--- src/rtl/dds_serial_loader_if.sv ---
// ---------------------------------------------------------------------------
// dds_serial_loader_if
// Load-request bundle between the frequency-select logic and the DDS serial
// loader.
//
// Handshake: the master raises req with ftw/ctrl valid. The loader samples
// req only on its internal tick and only while idle, which is while busy=0.
// Accepting the request captures ftw/ctrl and raises busy. A req that arrives
// while busy=1 is dropped and is not queued. When the frame finishes, the
// loader pulses done for one clk and drops busy in that same cycle.
//
// Signals (all driven/observed in the clk domain of the loader):
//   req   master->slave  load request
//   ftw   master->slave  tuning word, FTW_W bits
//   ctrl  master->slave  control byte, CTRL_W bits
//   busy  slave->master  loader occupied (init or frame in flight)
//   done  slave->master  one-clk pulse at end of a load
// ---------------------------------------------------------------------------
interface dds_serial_loader_if #(
  parameter int FTW_W  = 32,
  parameter int CTRL_W = 8
);
  logic              req;
  logic [FTW_W-1:0]  ftw;
  logic [CTRL_W-1:0] ctrl;
  logic              busy;
  logic              done;

  modport master (output req, ftw, ctrl, input  busy, done);
  modport slave  (input  req, ftw, ctrl, output busy, done);
endinterface

--- src/rtl/dds_serial_loader.sv ---
// ---------------------------------------------------------------------------
// dds_serial_loader
// Serial-load controller for AD9850-class DDS devices. After reset it runs
// the device reset / serial-mode-entry sequence. It then shifts
// {ctrl,ftw} out LSB-first on a divided W_CLK and ends each frame with an
// FQ_UD strobe.
//
// Optional feature: define AUTO_UPDATE_EN to add a shadow of the last loaded
// {ctrl,ftw}. While idle, any difference from the shadow starts a load
// exactly as req does.
//
// Ports:
//   clk      in   system clock
//   reset_n  in   asynchronous active-low reset
//   bus      slave modport: req/ftw/ctrl in, busy/done out
//   W_CLK    out  DDS word clock
//   FQ_UD    out  DDS frequency update strobe
//   DATA     out  DDS serial data (D7)
//   RESET    out  DDS master reset, active high
//   o_state  out  current FSM state (debug)
// ---------------------------------------------------------------------------
module dds_serial_loader #(
  parameter int FTW_W     = 32,
  parameter int CTRL_W    = 8,
  parameter int CLK_DIV   = 2,
  parameter int RST_TICKS = 4
) (
  input  logic                clk,
  input  logic                reset_n,
  dds_serial_loader_if.slave  bus,
  output logic                W_CLK,
  output logic                FQ_UD,
  output logic                DATA,
  output logic                RESET,
  output logic [2:0]          o_state
);

  localparam int FRAME_W = FTW_W + CTRL_W;
  localparam int DIV_W   = (CLK_DIV > 1) ? $clog2(CLK_DIV) : 1;
  localparam int RCNT_W  = $clog2(RST_TICKS + 1);
  localparam int BIT_W   = (FRAME_W > 1) ? $clog2(FRAME_W) : 1;

  typedef enum logic [2:0] {
    S_INIT_RST  = 3'd0,
    S_INIT_WCLK = 3'd1,
    S_INIT_FQ   = 3'd2,
    S_IDLE      = 3'd3,
    S_SETUP     = 3'd4,
    S_HIGH      = 3'd5,
    S_FQ        = 3'd6,
    S_FQ_LOW    = 3'd7
  } state_t;

  state_t             r_state, w_state_next;
  logic [DIV_W-1:0]   r_div_cnt;
  logic [RCNT_W-1:0]  r_tick_cnt, w_tick_cnt_next;
  logic [BIT_W-1:0]   r_bit_cnt, w_bit_cnt_next;
  logic [FRAME_W-1:0] r_sreg, w_sreg_next;
  logic               r_w_clk, r_fq_ud, r_data, r_reset, r_busy, r_done;
  logic               w_w_clk, w_fq_ud, w_data, w_reset, w_busy;
  logic               w_tick, w_start, w_accept;
  logic [FRAME_W-1:0] w_frame_in;

  assign w_frame_in = {bus.ctrl, bus.ftw};

  // Single-cycle enable; with CLK_DIV=1 the counter stays at 0 and the tick
  // is permanently high.
  assign w_tick = (r_div_cnt == DIV_W'(CLK_DIV - 1));

  always_ff @(posedge clk or negedge reset_n) begin
    if (!reset_n)    r_div_cnt <= '0;
    else if (w_tick) r_div_cnt <= '0;
    else             r_div_cnt <= r_div_cnt + DIV_W'(1);
  end

`ifdef AUTO_UPDATE_EN
  logic [FRAME_W-1:0] r_shadow;
  assign w_start = bus.req || (w_frame_in != r_shadow);

  always_ff @(posedge clk or negedge reset_n) begin
    if (!reset_n)      r_shadow <= '0;
    else if (w_accept) r_shadow <= w_frame_in;
  end
`else
  assign w_start = bus.req;
`endif

  always_ff @(posedge clk or negedge reset_n) begin
    if (!reset_n) begin
      r_state    <= S_INIT_RST;
      r_tick_cnt <= '0;
      r_bit_cnt  <= '0;
      r_sreg     <= '0;
    end else begin
      r_state    <= w_state_next;
      r_tick_cnt <= w_tick_cnt_next;
      r_bit_cnt  <= w_bit_cnt_next;
      r_sreg     <= w_sreg_next;
    end
  end

  always_comb begin
    w_state_next    = r_state;
    w_tick_cnt_next = r_tick_cnt;
    w_bit_cnt_next  = r_bit_cnt;
    w_sreg_next     = r_sreg;
    w_accept        = 1'b0;
    if (w_tick) begin
      unique case (r_state)
        // The first tick after reset release raises RESET. The compare
        // against RST_TICKS (not RST_TICKS-1) then keeps it high for
        // RST_TICKS full ticks.
        S_INIT_RST: begin
          if (r_tick_cnt == RCNT_W'(RST_TICKS)) begin
            w_state_next    = S_INIT_WCLK;
            w_tick_cnt_next = '0;
          end else begin
            w_tick_cnt_next = r_tick_cnt + RCNT_W'(1);
          end
        end
        S_INIT_WCLK: w_state_next = S_INIT_FQ;
        S_INIT_FQ:   w_state_next = S_IDLE;
        S_IDLE: begin
          if (w_start) begin
            w_accept       = 1'b1;
            w_sreg_next    = w_frame_in;
            w_bit_cnt_next = '0;
            w_state_next   = S_SETUP;
          end
        end
        S_SETUP: w_state_next = S_HIGH;
        S_HIGH: begin
          w_sreg_next    = r_sreg >> 1;
          w_bit_cnt_next = r_bit_cnt + BIT_W'(1);
          w_state_next   = (r_bit_cnt == BIT_W'(FRAME_W - 1)) ? S_FQ : S_SETUP;
        end
        S_FQ:     w_state_next = S_FQ_LOW;
        S_FQ_LOW: w_state_next = S_IDLE;
        default:  w_state_next = S_INIT_RST;
      endcase
    end
    // Pin values for the state being entered. They are registered on the
    // same tick, so each pin phase is exactly one tick long and the pins are
    // glitch-free.
    w_reset = (w_state_next == S_INIT_RST);
    w_w_clk = (w_state_next == S_INIT_WCLK) || (w_state_next == S_HIGH);
    w_fq_ud = (w_state_next == S_INIT_FQ)   || (w_state_next == S_FQ);
    w_data  = ((w_state_next == S_SETUP) || (w_state_next == S_HIGH)) ? w_sreg_next[0] : 1'b0;
    w_busy  = (w_state_next != S_IDLE);
  end

  always_ff @(posedge clk or negedge reset_n) begin
    if (!reset_n) begin
      r_w_clk <= 1'b0;
      r_fq_ud <= 1'b0;
      r_data  <= 1'b0;
      r_reset <= 1'b0;
      r_busy  <= 1'b1;
      r_done  <= 1'b0;
    end else begin
      r_done <= w_tick && (r_state == S_FQ_LOW);
      if (w_tick) begin
        r_w_clk <= w_w_clk;
        r_fq_ud <= w_fq_ud;
        r_data  <= w_data;
        r_reset <= w_reset;
        r_busy  <= w_busy;
      end
    end
  end

  assign W_CLK    = r_w_clk;
  assign FQ_UD    = r_fq_ud;
  assign DATA     = r_data;
  assign RESET    = r_reset;
  assign bus.busy = r_busy;
  assign bus.done = r_done;
  assign o_state  = r_state;

endmodule

--- src/flat_wrapper.sv ---
// flat-port wrapper written by rule: the top's interface ports become plain ports
module dds_serial_loader_flat 
#(
  parameter int FTW_W     = 32,
  parameter int CTRL_W    = 8,
  parameter int CLK_DIV   = 2,
  parameter int RST_TICKS = 4
)
  (clk, reset_n, W_CLK, FQ_UD, DATA, RESET, o_state, bus_req, bus_ftw, bus_ctrl, bus_busy, bus_done);
  dds_serial_loader_if #(.FTW_W(FTW_W), .CTRL_W(CTRL_W)) bus_i ();
  input  logic clk;
  input  logic reset_n;
  output logic W_CLK;
  output logic FQ_UD;
  output logic DATA;
  output logic RESET;
  output logic [2:0] o_state;
  input wire logic [$bits(bus_i.req)-1:0] bus_req;
  input wire logic [$bits(bus_i.ftw)-1:0] bus_ftw;
  input wire logic [$bits(bus_i.ctrl)-1:0] bus_ctrl;
  output wire logic [$bits(bus_i.busy)-1:0] bus_busy;
  output wire logic [$bits(bus_i.done)-1:0] bus_done;
  assign bus_i.req = bus_req;
  assign bus_i.ftw = bus_ftw;
  assign bus_i.ctrl = bus_ctrl;
  assign bus_busy = bus_i.busy;
  assign bus_done = bus_i.done;
  dds_serial_loader #(.FTW_W(FTW_W), .CTRL_W(CTRL_W), .CLK_DIV(CLK_DIV), .RST_TICKS(RST_TICKS)) u_core (.clk(clk), .reset_n(reset_n), .bus(bus_i), .W_CLK(W_CLK), .FQ_UD(FQ_UD), .DATA(DATA), .RESET(RESET), .o_state(o_state));
endmodule
--- config.mk ---
export PLATFORM = sky130hd
export DESIGN_NAME = dds_serial_loader_flat
export DESIGN_NICKNAME = d
export VERILOG_FILES = /design/src/rtl/dds_serial_loader_if.sv /design/src/rtl/dds_serial_loader.sv /design/src/flat_wrapper.sv
export SDC_FILE = /design/constraint.sdc
export NUM_CORES = 1
export LEC_CHECK = 0
export CORE_ASPECT_RATIO = 0.9
export CORE_MARGIN = 2
export CORE_UTILIZATION = 47
export DETAILED_ROUTE_END_ITERATION = 12
export GPL_TIMING_DRIVEN = 0
export HOLD_SLACK_MARGIN = 0.1
export PLACE_DENSITY = 0.76
export SLEW_MARGIN = 20
export SYNTH_ARGS = -nofsm -noshare
export SYNTH_HDL_FRONTEND = slang
export SYNTH_SLANG_ARGS = --single-unit
--- constraint.sdc ---
create_clock -name clk -period 1.6 [get_ports clk]
set_clock_uncertainty 0.1 [all_clocks]
set_input_delay 0.16 -clock clk [delete_from_list [all_inputs] [get_ports clk]]
set_output_delay 0.16 -clock clk [all_outputs]
set_load 0.005 [all_outputs]
==> tab_implementation.tex <==
\begin{tabular}{lr}
\hline
Metric & Value \\
\hline
\multicolumn{2}{l}{\textbf{Status}} \\
\quad Run status & finished with violations \\
\quad Violated checks & negative setup slack \\
\multicolumn{2}{l}{\textbf{Die}} \\
\quad \# IOs & 52 \\
\quad Count of standard-cell rows & 26 \\
\quad Initial standard-cell utilization of the core & 49.0\% \\
\quad Die Area & 6560 um\^{}2 \\
\quad Die Y-Extent & 77.1 um \\
\quad Placeable core area & 5690 um\^{}2 \\
\quad Die extent in x & 85.2 um \\
\multicolumn{2}{l}{\textbf{Critical path}} \\
\quad Buffering stage count on the worst path with inverters included & 1 \\
\quad Cell with the largest stage delay on the worst path & or4\_4 \\
\quad Sort of element at the start of the critical path & flip-flop \\
\quad Worst Setup End Kind & flip-flop \\
\quad Worst stage delay on the critical path & 0.49 ns \\
\quad Required time of the worst setup path & 1.73 ns \\
\quad Crit-path max FO & 6 \\
\quad Ordered cell list for the critical path & buf\_6 > and4b\_2 > or4\_4 > a41o\_1 \\
\quad Data arrival time at the worst-slack endpoint & 1.88 ns \\
\quad Top delay family on crit path & simple AND/OR/NAND/NOR gates \\
\quad Setup Crit Path Kind & flip-flop to flip-flop \\
\multicolumn{2}{l}{\textbf{Timing}} \\
\quad Final max-slew violation count & 0 \\
\quad Final Hold Slack & 0.123 ns \\
\quad Period utilisation layout & 109\% \\
\quad Final hold vios & 0 \\
\quad Setup violations, final & 46 \\
\quad Final Worst Setup Slack & -0.151 ns \\
\quad Slew @ Worst Pin & 0.381 ns \\
\quad Highest achievable clock rate & 0.571 GHz \\
\quad Accumulated negative setup slack & -3.96 ns \\
\quad Minimum period implied by the final worst setup slack & 1.75 ns \\
\quad Normalized max-slew margin & 74.6\% \\
\quad Setup repair after global routing missed its margin & yes \\
\multicolumn{2}{l}{\textbf{Pwr}} \\
\quad Internal & 4.70 mW \\
\quad Cell area power density & 1890 nW/um\^{}2 \\
\quad Cell leakage power & 1.85 nW \\
\quad Switching power of the nets & 3.02 mW \\
\quad Largest vdd supply drop & 1.03 mV \\
\quad Relative contribution of sequential cells to total power & 35.1\% \\
\quad Post-route total power & 7.72 mW \\
\quad Logic gate share of total power & 49.2\% \\
\quad Switching portion of total power & 39.1\% \\
\quad Fraction of power consumed by the clock network & 15.6\% \\
\multicolumn{2}{l}{\textbf{Drt}} \\
\quad Iter 0 DRT Violations & 139 \\
\quad DR vias/cell & 5.61 \\
\quad DR WL/cell & 16.2 um \\
\quad DRT Wirelength & 6990 um \\
\quad Number of antenna-violating nets in the routed design & 0 \\
\quad Length of the first detailed-routing pass in iterations & 4 \\
\quad Number of design rule violations left after detail routing & 0 \\
\quad Via total after detailed routing & 2417 \\
\multicolumn{2}{l}{\textbf{Clock network}} \\
\quad Total clock buffers created by CTS & 9 \\
\quad Clock-pin slew of the registers on the worst-case setup and hold paths & 0.07 ns \\
\quad Maximum number of buffers from clock root to sink & 2 \\
\quad CTS tree & built \\
\quad Root buffer cell & clkbuf\_8 \\
\quad Max H-tree Level & 3 \\
\quad Later-pin clock latency in the skew report & 0.34 ns \\
\quad \# clock sinks & 59 \\
\multicolumn{2}{l}{\textbf{Logic synthesis}} \\
\quad Number of enable flip-flop cells after synthesis & 0 \\
\quad Synthesized flop and latch total & 59 \\
\quad Netlist area before placement & 2790 um\^{}2 \\
\quad Gate count of the mapped netlist & 282 \\
\quad Synthesized area per cell & 9.89 um\^{}2 \\
\quad Sequential share of the synthesized area & 53.0\% \\
\quad Cell type with the largest total area after synthesis & dfrtp\_1 \\
\quad Number of synthesis warnings & 0 \\
\quad Post-synth top area share & 52.1\% \\
\quad Prevailing post-synth register cell & dfrtp\_1 \\
\quad Distinct cells, synth & 42 \\
\quad Top cells by area, synth & dfrtp\_1 52\%, nor2\_1 12\%, a221oi\_1 8.8\% \\
\quad Async SR Flop Fraction & 100\% \\
\quad Synthesized Nets & 328 \\
\multicolumn{2}{l}{\textbf{Placed design}} \\
\quad Post-detailed-placement half-perimeter wirelength & 4390 um \\
\quad Post-Place Setup Slack & -0.433 ns \\
\quad Inst Count DP & 404 \\
\quad Number of buffers inserted by port buffering & 51 \\
\quad Placed standard-cell area & 3560 um\^{}2 \\
\quad GPL Wtd Cong & 0.789 \\
\multicolumn{2}{l}{\textbf{Flow run}} \\
\quad Max-cap violations & 0 \\
\multicolumn{2}{l}{\textbf{GRT}} \\
\quad Maximum number of pins on one net before global-route repair & 44 \\
\quad Antenna violations before repair & 0 \\
\quad First-pass GRT wire length & 11600 um \\
\quad Total global routing track utilization & 22.5\% \\
\quad Grt ovf & 0 \\
\quad Via count of the first global-routing pass & 2426 \\
\multicolumn{2}{l}{\textbf{Final layout}} \\
\quad Core Util, Final & 71.8\% \\
\quad FILL cells & 421 \\
\quad Synth-to-Final Area Change & 46.5\% \\
\quad Ant. Diodes & 0 \\
\quad Total number of nets in the final design & 402 \\
\quad Area occupied by multi-input gates & 1460 um\^{}2 \\
\quad Finished layout cell area & 4090 um\^{}2 \\
\quad Non-filler cells, final & 431 \\
\quad Area occupied by registers & 1480 um\^{}2 \\
\quad Fraction of layout instances using a drive strength above 1 & 27.1\% \\
\multicolumn{2}{l}{\textbf{Min path}} \\
\quad Class of the tightest hold or removal check & input pin to asynchronous set/reset pin \\
\hline
\end{tabular}
[power by group through the flow]
stage	registers (mW)	logic, mW	clock network, mW
after floorplan	2.59	2.28	0
after global placement	2.65	2.99	0
after detailed placement	2.68	3.07	0
after CTS	2.67	3.49	1.24
after global routing	2.80	4.21	1.31
final	2.71	3.80	1.21
[worst reg2reg max path, stage by stage (launching register included)]
cell	delay, ns
dfrtp_1	0.39
buf_6	0.13
and4b_2	0.27
or4_4	0.49
a41o_1	0.25
[synthesized netlist by cell type (2+ instances only)]
master    instances
buf_4             2
inv_1             7
o21ai_1           6
o32ai_1           2
nand3_1           4
ha_1              3
a221oi_2         10
dfrtp_1          58
nand2b_1          2
buf_2            13
a221oi_1         28
o21ai_0           4
nor2_1           89
and2_1            2
a21oi_1           6
clkbuf_1          5
and3_1            3
nand2_1          14
[kinds of logic (layout without fill, tap and decap cells)]
group | Yosys count | after routing | share of synthesized area [%]
flops | 59 | 59 | 53.0
fa+ha+maj | 3 | 3 | 1.35
simple gates | 124 | 124 | 19.7
compound gates | 68 | 68 | 21.4
buf+inv | 28 | 107 | 4.62
[layer usage]
layer	share of wire [%]	global-route usage, %
met5	0	0
met4	0.97	5.24
met3	4.2	6.78
met2	49	35.9
met1	45	30.4
[timing repair]
item / in CTS / in global routing
hold buffers: 1 / 0
cloned: 1 / 1
pin swaps: 4 / 2
resized for setup: 33 / 18
endpoints found under the hold margin: 58 / 0
endpoints found under the setup margin: 53 / 52
setup buffers: 6 / 2
[area by class of cell]
type                       instances  area share, %
inverter                           7          0.643
multi-input combinational        195           35.7
timing repair buffer              63           16.0
buffer                            21           5.15
tap                               70           2.14
clock inverter                     2          0.245
sequential                        59           36.2
clock buffer                      14           3.98
[flip-flops by register name, summed over array words and instances (netlist names), 3 cells and up]
signal	count
u_core.r_sreg	40
u_core.r_bit_cnt	6
u_core.o_state	3
u_core.r_tick_cnt	3
[cell usage in the layout (no fill, tap or decap), drive strengths merged, types with 2 or more instances in the layout]
cell / n
ha: 3
nand3b: 2
or2: 2
nor2: 89
dfrtp: 58
o32ai: 2
buf: 28
nand2: 14
a21oi: 6
nand3: 4
clkdlybuf4s50: 48
and3: 3
nand2b: 3
clkinv: 2
inv: 7
a221oi: 38
o21ai: 10
clkbuf: 19
and2: 2
[worst paths after layout]
check | from | endpoint | slack (ns) | depth (start not counted)
worst max-delay path | u_core.o_state[0] | u_core.DATA | -0.15 | 4
worst min-delay path | reset_n | u_core.r_sreg[23] | 0.12 | 2
worst max register to register | u_core.o_state[0] | u_core.DATA | -0.15 | 4
worst min register to register | u_core.r_tick_cnt[2] | u_core.r_tick_cnt[2] | 0.38 | 1
max in group asynchronous | reset_n | u_core.bus.busy | 0.72 | 3
min in group clk | bus_ftw[22] | u_core.r_sreg[22] | 0.36 | 3
No activity file was read; power rests on OpenSTA's default activity.
